<file path="config.mk">
export PLATFORM = sky130hd
export DESIGN_NAME = systolic_seq_2x2
export DESIGN_NICKNAME = d
export VERILOG_FILES = /design/src/rtl/systolic_pkg.sv /design/src/rtl/sys_operand_rf.sv /design/src/rtl/systolic_seq_2x2.sv
export SDC_FILE = /design/constraint.sdc
export NUM_CORES = 1
export LEC_CHECK = 0
export BUFFER_PORTS_ARGS = -buffer_cell sky130_fd_sc_hd__buf_2
export CAP_MARGIN = 5
export CORE_ASPECT_RATIO = 2
export CORE_MARGIN = 2
export CORE_UTILIZATION = 43
export CTS_CLUSTER_SIZE = 12
export DETAILED_ROUTE_END_ITERATION = 8
export GPL_ROUTABILITY_DRIVEN = 0
export PLACE_DENSITY = 0.69
export SYNTH_ARGS = -nofsm -noshare
export SYNTH_HDL_FRONTEND = slang
export SYNTH_SLANG_ARGS = --single-unit
</file>
<file path="constraint.sdc">
create_clock -name clk -period 4.6 [get_ports clk]
set_input_delay 0.69 -clock clk [delete_from_list [all_inputs] [get_ports clk]]
set_output_delay 0.69 -clock clk [all_outputs]
set_load 0.01 [all_outputs]
</file>
<file path="src/rtl/systolic_pkg.sv">
// Shared definitions for the 2x2 systolic sequencer.
//   state_e        sequencer FSM states
//   ADDR_*         ld_addr map of the operand register file (A tile 0..3, B tile 4..7)
//   SLOT_* and res_lsb()  placement of each 2*WIDTH result inside the packed res_c bundle
package systolic_pkg;

  typedef enum logic [2:0] {
    ST_IDLE  = 3'd0,
    ST_CLR   = 3'd1,
    ST_FEED0 = 3'd2,
    ST_FEED1 = 3'd3,
    ST_FEED2 = 3'd4,
    ST_DRAIN = 3'd5,
    ST_RESP  = 3'd6
  } state_e;

  localparam logic [2:0] ADDR_A00 = 3'd0;
  localparam logic [2:0] ADDR_A01 = 3'd1;
  localparam logic [2:0] ADDR_A10 = 3'd2;
  localparam logic [2:0] ADDR_A11 = 3'd3;
  localparam logic [2:0] ADDR_B00 = 3'd4;
  localparam logic [2:0] ADDR_B01 = 3'd5;
  localparam logic [2:0] ADDR_B10 = 3'd6;
  localparam logic [2:0] ADDR_B11 = 3'd7;

  localparam int SLOT_C00 = 0;
  localparam int SLOT_C01 = 1;
  localparam int SLOT_C10 = 2;
  localparam int SLOT_C11 = 3;

  // LSB of a result slot in the {c11,c10,c01,c00} bundle.
  function automatic int res_lsb(input int slot, input int width);
    return slot * 2 * width;
  endfunction

endpackage

</file>
<file path="src/rtl/sys_operand_rf.sv">
// Operand register file: 8 entries of WIDTH bits, one write port, every entry
// exposed on a flat bus (entry n at rf_q[n*WIDTH +: WIDTH]).
//   clk, rst   clock, asynchronous active-high reset (all entries cleared)
//   wr_en      write strobe
//   wr_addr    entry to write (0..7)
//   wr_data    value written
//   rf_q       all entries, flop outputs
module sys_operand_rf #(
  parameter int WIDTH = 8
) (
  input  logic               clk,
  input  logic               rst,
  input  logic               wr_en,
  input  logic [2:0]         wr_addr,
  input  logic [WIDTH-1:0]   wr_data,
  output logic [8*WIDTH-1:0] rf_q
);

  logic [8*WIDTH-1:0] rf_d;

  always_comb begin
    rf_d = rf_q;
    if (wr_en) begin
      rf_d[int'(wr_addr)*WIDTH +: WIDTH] = wr_data;
    end
  end

  always_ff @(posedge clk or posedge rst) begin
    if (rst) begin
      rf_q <= '0;
    end else begin
      rf_q <= rf_d;
    end
  end

endmodule

</file>
<file path="src/rtl/systolic_seq_2x2.sv">
// Sequencer for the 2x2 systolic array: buffers one A and one B tile, clears the
// array, feeds operands with diagonal skew, waits for the array to drain, captures
// the four results and offers them on a valid/ready port.
// Optional feature macro: SYS_ACCUM_EN -- when defined, start with accum=1 skips the
// array clear so results accumulate onto the previous run.
// Ports:
//   clk, rst                      clock, asynchronous active-high reset
//   ld_valid/ld_ready/ld_addr/ld_data   byte-wide operand load port
//   start, accum                  run request (sampled in IDLE only)
//   busy                          high outside IDLE
//   arr_clear, arr_a0/a1/b0/b1    drive the array
//   arr_c00..arr_c11              array results
//   res_valid/res_ready/res_c     result bundle {c11,c10,c01,c00}
//
// state    | meaning
// ---------+------------------------------------------------------------
// IDLE     | loads accepted, waiting for start
// CLR      | one cycle: clear the array (unless accumulating)
// FEED0..2 | skewed operand wavefronts into the array
// DRAIN    | array pipeline settles; capture results at terminal count
// RESP     | res_valid held until res_ready
module systolic_seq_2x2
  import systolic_pkg::*;
#(
  parameter int WIDTH        = 8,
  parameter int DRAIN_CYCLES = 2
) (
  input  logic               clk,
  input  logic               rst,
  input  logic               ld_valid,
  output logic               ld_ready,
  input  logic [2:0]         ld_addr,
  input  logic [WIDTH-1:0]   ld_data,
  input  logic               start,
  input  logic               accum,
  output logic               busy,
  output logic               arr_clear,
  output logic [WIDTH-1:0]   arr_a0,
  output logic [WIDTH-1:0]   arr_a1,
  output logic [WIDTH-1:0]   arr_b0,
  output logic [WIDTH-1:0]   arr_b1,
  input  logic [2*WIDTH-1:0] arr_c00,
  input  logic [2*WIDTH-1:0] arr_c01,
  input  logic [2*WIDTH-1:0] arr_c10,
  input  logic [2*WIDTH-1:0] arr_c11,
  output logic               res_valid,
  input  logic               res_ready,
  output logic [8*WIDTH-1:0] res_c
);

  localparam int CNT_W = $clog2(DRAIN_CYCLES + 1);
  // The counter runs DRAIN_CYCLES..0: the last feed wavefront is only registered
  // into the array at the end of FEED2, so DRAIN_CYCLES full cycles follow that
  // before the capture edge (res_valid at start edge + 5 + DRAIN_CYCLES).
  localparam logic [CNT_W-1:0] DRAIN_LOAD = CNT_W'(DRAIN_CYCLES);

  state_e             state_q, state_d;
  logic [CNT_W-1:0]   cnt_q, cnt_d;
  logic [8*WIDTH-1:0] res_c_q, res_c_d;
  logic               rdy_en_q, rdy_en_d;
  logic               clear_en;
  logic [8*WIDTH-1:0] rf_q;
  logic               ld_fire;

  assign ld_ready = rdy_en_q & (state_q == ST_IDLE) & ~start;
  assign ld_fire  = ld_valid & ld_ready;

  sys_operand_rf #(.WIDTH(WIDTH)) u_rf (
    .clk     (clk),
    .rst     (rst),
    .wr_en   (ld_fire),
    .wr_addr (ld_addr),
    .wr_data (ld_data),
    .rf_q    (rf_q)
  );

  logic [WIDTH-1:0] op_a00, op_a01, op_a10, op_a11;
  logic [WIDTH-1:0] op_b00, op_b01, op_b10, op_b11;

  assign op_a00 = rf_q[int'(ADDR_A00)*WIDTH +: WIDTH];
  assign op_a01 = rf_q[int'(ADDR_A01)*WIDTH +: WIDTH];
  assign op_a10 = rf_q[int'(ADDR_A10)*WIDTH +: WIDTH];
  assign op_a11 = rf_q[int'(ADDR_A11)*WIDTH +: WIDTH];
  assign op_b00 = rf_q[int'(ADDR_B00)*WIDTH +: WIDTH];
  assign op_b01 = rf_q[int'(ADDR_B01)*WIDTH +: WIDTH];
  assign op_b10 = rf_q[int'(ADDR_B10)*WIDTH +: WIDTH];
  assign op_b11 = rf_q[int'(ADDR_B11)*WIDTH +: WIDTH];

`ifdef SYS_ACCUM_EN
  logic accum_q, accum_d;
  assign clear_en = ~accum_q;
`else
  logic accum_unused;
  assign accum_unused = accum;
  assign clear_en     = 1'b1;
`endif

  assign rdy_en_d = 1'b1;

  always_comb begin
    state_d = state_q;
    cnt_d   = cnt_q;
    res_c_d = res_c_q;
`ifdef SYS_ACCUM_EN
    accum_d = accum_q;
`endif
    case (state_q)
      ST_IDLE: begin
        if (start) begin
          state_d = ST_CLR;
`ifdef SYS_ACCUM_EN
          accum_d = accum;
`endif
        end
      end
      ST_CLR:   state_d = ST_FEED0;
      ST_FEED0: state_d = ST_FEED1;
      ST_FEED1: state_d = ST_FEED2;
      ST_FEED2: begin
        state_d = ST_DRAIN;
        cnt_d   = DRAIN_LOAD;
      end
      ST_DRAIN: begin
        if (cnt_q == '0) begin
          res_c_d[res_lsb(SLOT_C00, WIDTH) +: 2*WIDTH] = arr_c00;
          res_c_d[res_lsb(SLOT_C01, WIDTH) +: 2*WIDTH] = arr_c01;
          res_c_d[res_lsb(SLOT_C10, WIDTH) +: 2*WIDTH] = arr_c10;
          res_c_d[res_lsb(SLOT_C11, WIDTH) +: 2*WIDTH] = arr_c11;
          state_d = ST_RESP;
        end else begin
          cnt_d = cnt_q - CNT_W'(1);
        end
      end
      ST_RESP: begin
        if (res_ready) begin
          state_d = ST_IDLE;
        end
      end
      default: state_d = ST_IDLE;
    endcase
  end

  // Skew mux: row 1 / column 1 lag row 0 / column 0 by one cycle.
  always_comb begin
    arr_clear = 1'b0;
    arr_a0    = '0;
    arr_a1    = '0;
    arr_b0    = '0;
    arr_b1    = '0;
    case (state_q)
      ST_CLR: arr_clear = clear_en;
      ST_FEED0: begin
        arr_a0 = op_a00;
        arr_b0 = op_b00;
      end
      ST_FEED1: begin
        arr_a0 = op_a01;
        arr_a1 = op_a10;
        arr_b0 = op_b10;
        arr_b1 = op_b01;
      end
      ST_FEED2: begin
        arr_a1 = op_a11;
        arr_b1 = op_b11;
      end
      default: ;
    endcase
  end

  assign busy      = (state_q != ST_IDLE);
  assign res_valid = (state_q == ST_RESP);
  assign res_c     = res_c_q;

  always_ff @(posedge clk or posedge rst) begin
    if (rst) begin
      state_q  <= ST_IDLE;
      cnt_q    <= '0;
      res_c_q  <= '0;
      rdy_en_q <= 1'b0;
`ifdef SYS_ACCUM_EN
      accum_q  <= 1'b0;
`endif
    end else begin
      state_q  <= state_d;
      cnt_q    <= cnt_d;
      res_c_q  <= res_c_d;
      rdy_en_q <= rdy_en_d;
`ifdef SYS_ACCUM_EN
      accum_q  <= accum_d;
`endif
    end
  end

endmodule
</file>
-- Yosys cells after proc, flatten, opt, wreduce, memory -nomap -nowiden
Index checks and enable logic that the tools add are counted.
- flip-flop bits (word level): 134
- bits in latches: 0
- memory bits (writable): 0
- bits in read-only memories: 0
- input port bits: 81
- logic and storage cells: 42
- memories: 0
- add/sub/neg operators: 2
- multiply operators: 0
- div/mod/pow operators: 0
- magnitude comparators: 0
- equal/unequal tests: 10
- shifts and indexed selects: 2
- multiplexer cells: 12
- bitwise gates (word level): 4
- reductions and logical operators: 7
- operator list (kind ; count):
    bitwise mux 64 bit ; 1
    case mux 8 bit (2 select lines) ; 4
    variable shift 8 x 33 -> 64 bit (first input constant) ; 1
    variable part select 8 x 33 -> 64 bit ; 1
    negator 6 -> 33 bit ; 1
    case mux 3 bit (7 select lines) ; 1
    == test 3 bit (second input constant) ; 3
    two-way mux 3 bit ; 3
    == test 3 x 2 -> 1 bit (second input constant) ; 2
    != test 2 bit (second input constant) ; 3
    case mux 2 bit (2 select lines) ; 1
    AND reduction 2 bit ; 2
    AND 1 bit ; 3
    == test 3 x 1 -> 1 bit (second input constant) ; 1
    zero test 3 bit ; 1
    AND reduction 3 bit ; 1
    nonzero test 3 bit ; 1
    zero test 2 bit ; 1
    two-way mux 2 bit ; 1
    != test 2 x 1 -> 1 bit (second input constant) ; 1
    nonzero test 2 bit ; 1
    subtractor 2 x 1 -> 2 bit (second input constant) ; 1
    two-way mux 1 bit ; 1
    inverter 1 bit ; 1

-- Depth between registers and ports, before layout
Gate-level depths: netlist of the first run.
- depth after elaboration: 4
- depth in mapped cells: 10
- mapped depth without buffers: 7

-- By module
A second synthesis of the first run with hierarchy kept.
- cell total of the unflattened synthesis: 463
- area total of the unflattened synthesis: 6324.8 sq um
- by module, submodules not included (module ; instances ; cells each ; area an instance (sq um) ; sequential area each (sq um)):
    systolic_seq_2x2 ; 1 ; 231 ; 3447.1 ; 1751.7
    sys_operand_rf ; 1 ; 232 ; 2877.8 ; 1601.5

-- Worst setup path after synthesis of the first run
No wires, ideal clock.
- kind: input port to flip-flop
- from: input port ld_addr[0]
- to: register u_rf.rf_q[24]
- library setup time: 0.125 ns
- arrival time: 2.758 ns
- slack: 1.718 ns
- cell stages on the path: 9
- path buffers: 3
- path through: clkbuf_1 > inv_1 > ha_1 > ha_1 > clkbuf_1 > nand4b_1 > or2_2 > buf_2 > mux2_2
- cells in the longest elaborated chain, start to end: 3
- RTL lines (element ; RTL line ; text):
    start: declaration ; systolic_seq_2x2.sv:32 ; input logic [2:0] ld_addr,
    negator 6 -> 33 bit * ; sys_operand_rf.sv:24 ; rf_d[int'(wr_addr)*WIDTH +: WIDTH] = wr_data;
    variable part select 8 x 33 -> 64 bit / variable shift 8 x 33 -> 64 bit (equally long branches) ; sys_operand_rf.sv:24 ;
    bitwise mux 64 bit * ; sys_operand_rf.sv:24 ;
    end signal: assignment ; sys_operand_rf.sv:32 ; rf_q <= rf_d;
    end: declaration ; sys_operand_rf.sv:16 ; output logic [8*WIDTH-1:0] rf_q
Every way passes the cells marked *; elsewhere a longest branch is shown, timed or not.
A chain may end at the register's enable or synchronous reset.

-- Worst setup path after layout of the first run
- from: register state_q[1]
- to: output port arr_a0[0]
- cells in the longest elaborated chain, start to end: 2
- RTL lines (element ; RTL line ; text):
    start: declaration ; systolic_seq_2x2.sv:57 ; state_e state_q, state_d;
    start signal: assignment ; systolic_seq_2x2.sv:184 ; state_q <= state_d;
    == test 3 x 2 -> 1 bit ; systolic_seq_2x2.sv:150 ; case (state_q)
    case mux 8 bit (2 select lines) * ; systolic_seq_2x2.sv:150 ;
    end: declaration ; systolic_seq_2x2.sv:38 ; output logic [WIDTH-1:0] arr_a0,
Marks and branches as above.

==> results_dict.tcl, run 1 <==
set metrics [dict create \
    die_area_um2 15000 \
    drive_gt1_frac 0.499 \
    dp.cells 824 \
    synth.area.top_cells "dfrtp_1, mux2_2, a22o_1" \
    place_hpwl_mm 10.9 \
    synthSimpleGateAreaFrac 0.107 \
    synth_top_area_share 0.556 \
    htreeDepth 4 \
    synth_area_um2 6030 \
    die_width_um 87.7 \
    nets 742 \
    drcViolationCount 0 \
    post_cts_resized 0 \
    final_cells 856 \
    wl_per_cell_um 17.6 \
    p_leak_nw 3.98 \
    power_density_nw_per_um2 610 \
    syn2layout_area_growth_pct 29.2 \
    path_delay_family "simple AND/OR/NAND/NOR gates" \
    synthMuxAreaShare 0.223 \
    wl_mm 15.1 \
    maxSlewHeadroom 0.218 \
    ys_ff_latch 134 \
    worstSetupStartpointType "flop" \
    path_max_fanout 16 \
    insertion_delay_ns 0.41 \
    clock_path_buffers 2 \
    antenna_found_initial 0 \
    synth_cell_type_count 36 \
    fin_crit_sh 0.682 \
    tightest_slew_ns 1.17 \
    drt_pass1_iterations 7 \
    cts_setup_buffers 0 \
    synthAdderAreaFrac 0.0145 \
    peakVddDrop_mv 0.382 \
    path_clk_slew_ns 0.06 \
    required_ns 3.91 \
    slew_viol_final 0 \
    grtUsageTotal 0.207 \
    vias 4382 \
    synth_nets 565 \
    synth_top_family_by_area "multiplexers" \
    crit_chain "nor3b_2, a22o_1, buf_2" \
    finalHoldViolCount 0 \
    drtIter0Drc 258 \
    cp_data_arrival_time_ns 2.45 \
    cts_root_buf "clkbuf_16" \
    rsz0062_at_grt "false" \
    syn_avg_cell_area_um2 12.6 \
    hold_path.class "in2async" \
    fmax_mhz 319 \
    met3_length_um 889 \
    crit_buf_inv 1 \
    setup_violations 0 \
    grt_max_degree 72 \
    worst-setup-path-type "reg2out" \
    cts.sinks 134 \
    portBuffers 179 \
    postCtsHoldBufs 0 \
    cpPeakStageDelay_ns 1.00 \
    met2RoutedLength_mm 8.14 \
    rows 61 \
    ys_warn_count 0 \
    critPathCaptureType "primary output" \
    synth-xor-area-share 0 \
    skew_ns 0.00670 \
    tritoncts "done" \
    finalSetupTns_ns 0 \
    initial_core_util 0.436 \
    synth_compound_area_frac 0.0618 \
    vias_per_cell 5.12 \
    synthCells 477 \
    slowest_stage "nor3b_2" \
    grt_first_pass_wirelength_mm 23.7 \
    top_layer "met4" \
    core_um2 13800 \
    grt-ovfl-total 0 \
    synth_top_area_cell "dfrtp_1" \
    ant_nets 0 \
    status "finished, final reports clean" \
    yosysSeqAreaShare 0.556 \
    wl_met1_mm 5.46 \
    grt_pass1_vias 4791 \
    diodes 0 \
    ios 181 \
    fin_crit_ns 3.14 \
    cts-buffers-inserted 17 \
    die_height_um 171 \
    maxCapViolCount 0 \
]
-- sequential cells by signal, indices dropped and copies added, names as in the netlist --
name and flops:
cnt_q 2, rdy_en_q 1, res_c 64, state_q 3
u_rf.rf_q 64
-- cell families after synthesis --
| family | count (synthesis) |
|---|---|
| DFF | 134 |
| buffers and inverters | 55 |
| muxes | 121 |
| and+or+nand+nor | 111 |
| adders and majority gates | 7 |
| AOI/OAI and AO/OA | 48 |
| other | 1 |
-- cells in the mapped netlist --
| cell type | instances |
|---|---|
| or3_1 | 1 |
| nand3b_1 | 2 |
| a21o_1 | 1 |
| nand3_1 | 7 |
| or4_4 | 1 |
| ha_1 | 7 |
| and2_1 | 1 |
| clkbuf_1 | 22 |
| a22oi_1 | 1 |
| nor2b_1 | 3 |
| nor4_1 | 1 |
| inv_1 | 29 |
| nor2_1 | 21 |
| nand4_1 | 2 |
| nand4b_1 | 2 |
| mux2_2 | 105 |
| mux2_4 | 1 |
| a22o_1 | 33 |
| conb_1 | 1 |
| a221oi_1 | 1 |
| nand2_1 | 28 |
| dfrtp_1 | 134 |
| nor2_2 | 2 |
| nand2b_1 | 4 |
| mux2i_1 | 15 |
| nor4_4 | 3 |
| buf_2 | 3 |
| or2_2 | 2 |
| nor3b_1 | 5 |
| nor3_1 | 6 |
| o21ai_0 | 9 |
| buf_6 | 1 |
| and3b_1 | 2 |
| a21oi_1 | 3 |
| and3_1 | 16 |
| nand3_4 | 2 |
-- metal layers --
| metal | vias up | track usage |
|---|---|---|
| met3 | 25 | 0.0533 |
| met4 | 0 | 0.117 |
| li1 | 2022 | - |
| met1 | 2155 | 0.217 |
| met2 | 180 | 0.365 |
| met5 | - | 0 |
-- worst paths after layout --
check | startpoint | to | slack, ns | depth (start not counted)
worst min-delay path | rst | res_c[31]$_DFFE_PP0P_ | 0.47 | 2
min in group clk | cnt_q[0]$_DFFE_PP0P_ | cnt_q[0]$_DFFE_PP0P_ | 0.47 | 1
max in group asynchronous | rst | u_rf.rf_q[5]$_DFFE_PP0P_ | 3.14 | 3
worst max register to register | state_q[0]$_DFFE_PP0P_ | u_rf.rf_q[54]$_DFFE_PP0P_ | 2.15 | 3
worst max-delay path | state_q[1]$_DFFE_PP0P_ | arr_a0[0] | 1.46 | 3
worst min register to register | cnt_q[0]$_DFFE_PP0P_ | cnt_q[0]$_DFFE_PP0P_ | 0.47 | 1
-- report_power, final --
group	leakage [nW]	switching [mW]	internal [mW]
sequential	1.61	0.233	1.57
clock	0.337	0.504	1.09
combinational	2.03	0.697	0.657
total	3.98	1.43	3.32
-- cell usage in the layout, fill, tap and decap left out, types with 4 or more instances in the layout --
cell       netlist  final
a22o_1          33     33
and3_1          16     16
buf_2            3    179
buf_4            0      5
bufinv_16        0      7
clkbuf_16        0     17
dfrtp_1        134    134
ha_1             7      7
inv_1           29     28
mux2_2         105    105
mux2i_1         15     15
nand2_1         28     28
nand2b_1         4      4
nand3_1          7      7
nor2_1          21     21
nor3_1           6      6
nor3b_1          5      4
o21ai_0          9      9
-- area by class of cell --
class,instances,area [µm²]
clock buffer,19,443
clock inverter,13,250
fill,1150,6020
inverter,29,111
multi-input combinational,288,2460
sequential,134,3350
tap,189,236
timing repair buffer,184,933
-- through the flow --
step	hold slack [ns]	instance area, µm²	util	total power [mW]	setup WS, ns
CTS	0.467	7790	0.564	4.81	1.44
global placement	0.453	7100	0.514	3.13	1.31
floorplan	0.441	6030	-	2.59	0.327
detailed placement	0.459	7100	0.514	3.20	1.19
global route	0.488	7790	0.564	5.00	1.34
finish	0.466	7790	0.564	4.75	1.46
(Power assumes the default switching activity.)
==> run 2, diff against run 1 <==
==> constraint.sdc (replaced) <==
create_clock -name clk -period 3.2 [get_ports clk]
set_input_delay 0.48 -clock clk [delete_from_list [all_inputs] [get_ports clk]]
set_output_delay 0.48 -clock clk [all_outputs]
set_load 0.01 [all_outputs]
==> run 2 against run 1 <==
- sequential cell count stayed put
- wire length decreased by 1.2%
- final cell count is 1.1% higher
- global-route usage down 0.30 points
- critical path depth increased by 1
- first-iteration DRC count decreased by 42%
- combinational power is 45% higher
- largest cell class unchanged
- sequential share of layout area is essentially flat
- via count is 0.84% higher
- critical path type unchanged
==> results_dict.tcl, run 2 (synthesis results as in run 1) <==
set metrics [dict create \
    layout_commonest_cell "buf_2" \
    setup_violations 0 \
    p_sw_mw 2.08 \
    reg2reg_to "u_rf.rf_q[11]$_DFFE_PP0P_" \
    postCtsHoldBufs 0 \
    crit_chain "and3b_1, buf_4, a22o_1, buf_2" \
    post_cts_resized 0 \
    die_area_um2 15000 \
    share_comb_of_total_power 0.302 \
    grt-ovfl-total 0 \
    drive_gt1_frac 0.507 \
    nets 751 \
    initial_core_util 0.436 \
    required_ns 2.72 \
    finalHoldViolCount 0 \
    total_power_mw 6.47 \
    die_height_um 171 \
    crit_start "state_q[0]$_DFFE_PP0P_" \
    insertion_delay_ns 0.42 \
    syn2layout_area_growth_pct 29.1 \
    nFillCells 1210 \
    fin_crit_sh 0.810 \
    tightest_slew_ns 0.722 \
    tritoncts "done" \
    p_leak_nw 3.97 \
    rows 61 \
    p_seq_frac 0.400 \
    maxCapViolCount 0 \
    vias_per_cell 5.11 \
    wl_per_cell_um 17.2 \
    maxSlewHeadroom 0.514 \
    vias 4419 \
    grt_max_degree 65 \
    fmax_mhz 386 \
    placed_area_um2 7190 \
    antenna_found_initial 0 \
    cpPeakStageDelay_ns 0.61 \
    drtIter0Drc 149 \
    grtUsageTotal 0.204 \
    fin_crit_ns 2.59 \
    drt_pass1_iterations 4 \
    rsz0062_at_grt "false" \
    fin_area_um2 7780 \
    place_hpwl_mm 11.1 \
    worst-r2r-setup-slack_ns 0.66 \
    slew_viol_final 0 \
    cts_setup_buffers 0 \
    critPathCaptureType "primary output" \
    drcViolationCount 0 \
    rr_startpoint "state_q[0]$_DFFE_PP0P_" \
    clock_path_buffers 2 \
    r2r_cells 4 \
    power_density_nw_per_um2 832 \
    die_width_um 87.7 \
    grt_pass1_vias 4664 \
    status "finished, final reports clean" \
    diodes 0 \
    cts.sinks 134 \
    cts-buffers-inserted 17 \
    core_um2 13800 \
    cts_root_buf "clkbuf_16" \
    htreeDepth 4 \
    p_int_mw 4.39 \
    hold_path.class "in2async" \
    finalSetupTns_ns 0 \
    cp_data_arrival_time_ns 2.11 \
    mostFrequentLayoutCells "buf_2, dfrtp_1, mux2_2, a22o_1" \
    grt_first_pass_wirelength_mm 23.3 \
    slowest_stage "dfrtp_1" \
    worstSetupStartpointType "flop" \
    portBuffers 179 \
    ios 181 \
    peakVddDrop_mv 0.551 \
    wl_mm 14.9 \
    path_clk_slew_ns 0.06 \
    path_max_fanout 31 \
    ant_nets 0 \
    worst-setup-path-type "reg2out" \
    skew_ns 0.00910 \
    clock_power_share 0.298 \
    swShare 0.322 \
]
run 2: changes by cell type in the layout (fill, tap and decap cells not counted):
cell	before	now
clkbuf_1	1	0
buf_4	5	12
clkinv_2	3	1
clkinvlp_4	1	8
buf_12	0	2
clkinv_4	1	3
inv_4	1	0
bufinv_16	7	2
run 2: power by group through the flow:
stage	registers [mW]	clock network, mW	logic (mW)
floorplan	2.74	0	0.987
global placement	2.58	0	1.94
detailed placement	2.62	0	1.99
CTS	2.59	1.97	2.00
global route	2.67	2.03	2.14
finish	2.59	1.93	1.96
run 2: final cells by class:
cell class                 count  area [µm²]  share of cell area
timing repair buffer         193        1030               0.132
clock inverter                14         153              0.0196
inverter                      29         113              0.0145
multi-input combinational    288        2460               0.317
tap                          189         236              0.0304
clock buffer                  18         439              0.0564
sequential                   134        3350               0.431
run 2: per-stage QoR:
stage	setup slack (ns)	hold WS [ns]	util	instances
detailed placement	0.531	0.464	0.521	833
finish	0.608	0.138	0.563	865
CTS	0.596	0.145	0.563	865
floorplan	0.528	0.441	-	477
global placement	0.599	0.453	0.521	833
global route	0.493	0.174	0.563	865
run 2: worst max path at each step:
stage	cells after the start	end	slack (ns)
2_1_floorplan	9	u_rf.rf_q[24]$_DFFE_PP0P_	0.53
3_3_place_gp	7	u_rf.rf_q[17]$_DFFE_PP0P_	0.60
3_5_place_dp	7	u_rf.rf_q[17]$_DFFE_PP0P_	0.53
4_1_cts	4	arr_a0[0]	0.60
5_1_grt	4	arr_a0[0]	0.49
6_report	4	arr_a0[0]	0.61
run 2: worst max-delay path: cells and delay by family (launching register included):
| family | cells | cell delay, ns |
|---|---|---|
| AO/OA/AOI/OAI | 1 | 0.27 |
| buffers and inverters | 2 | 0.52 |
| flip-flops | 1 | 0.61 |
| AND/OR/NAND/NOR | 1 | 0.28 |
run 2: metal layers:
layer	GRT usage	share of wire
met5	0	0
met3	0.0595	0.066
met1	0.213	0.35
met4	0.0963	0.031
met2	0.365	0.55
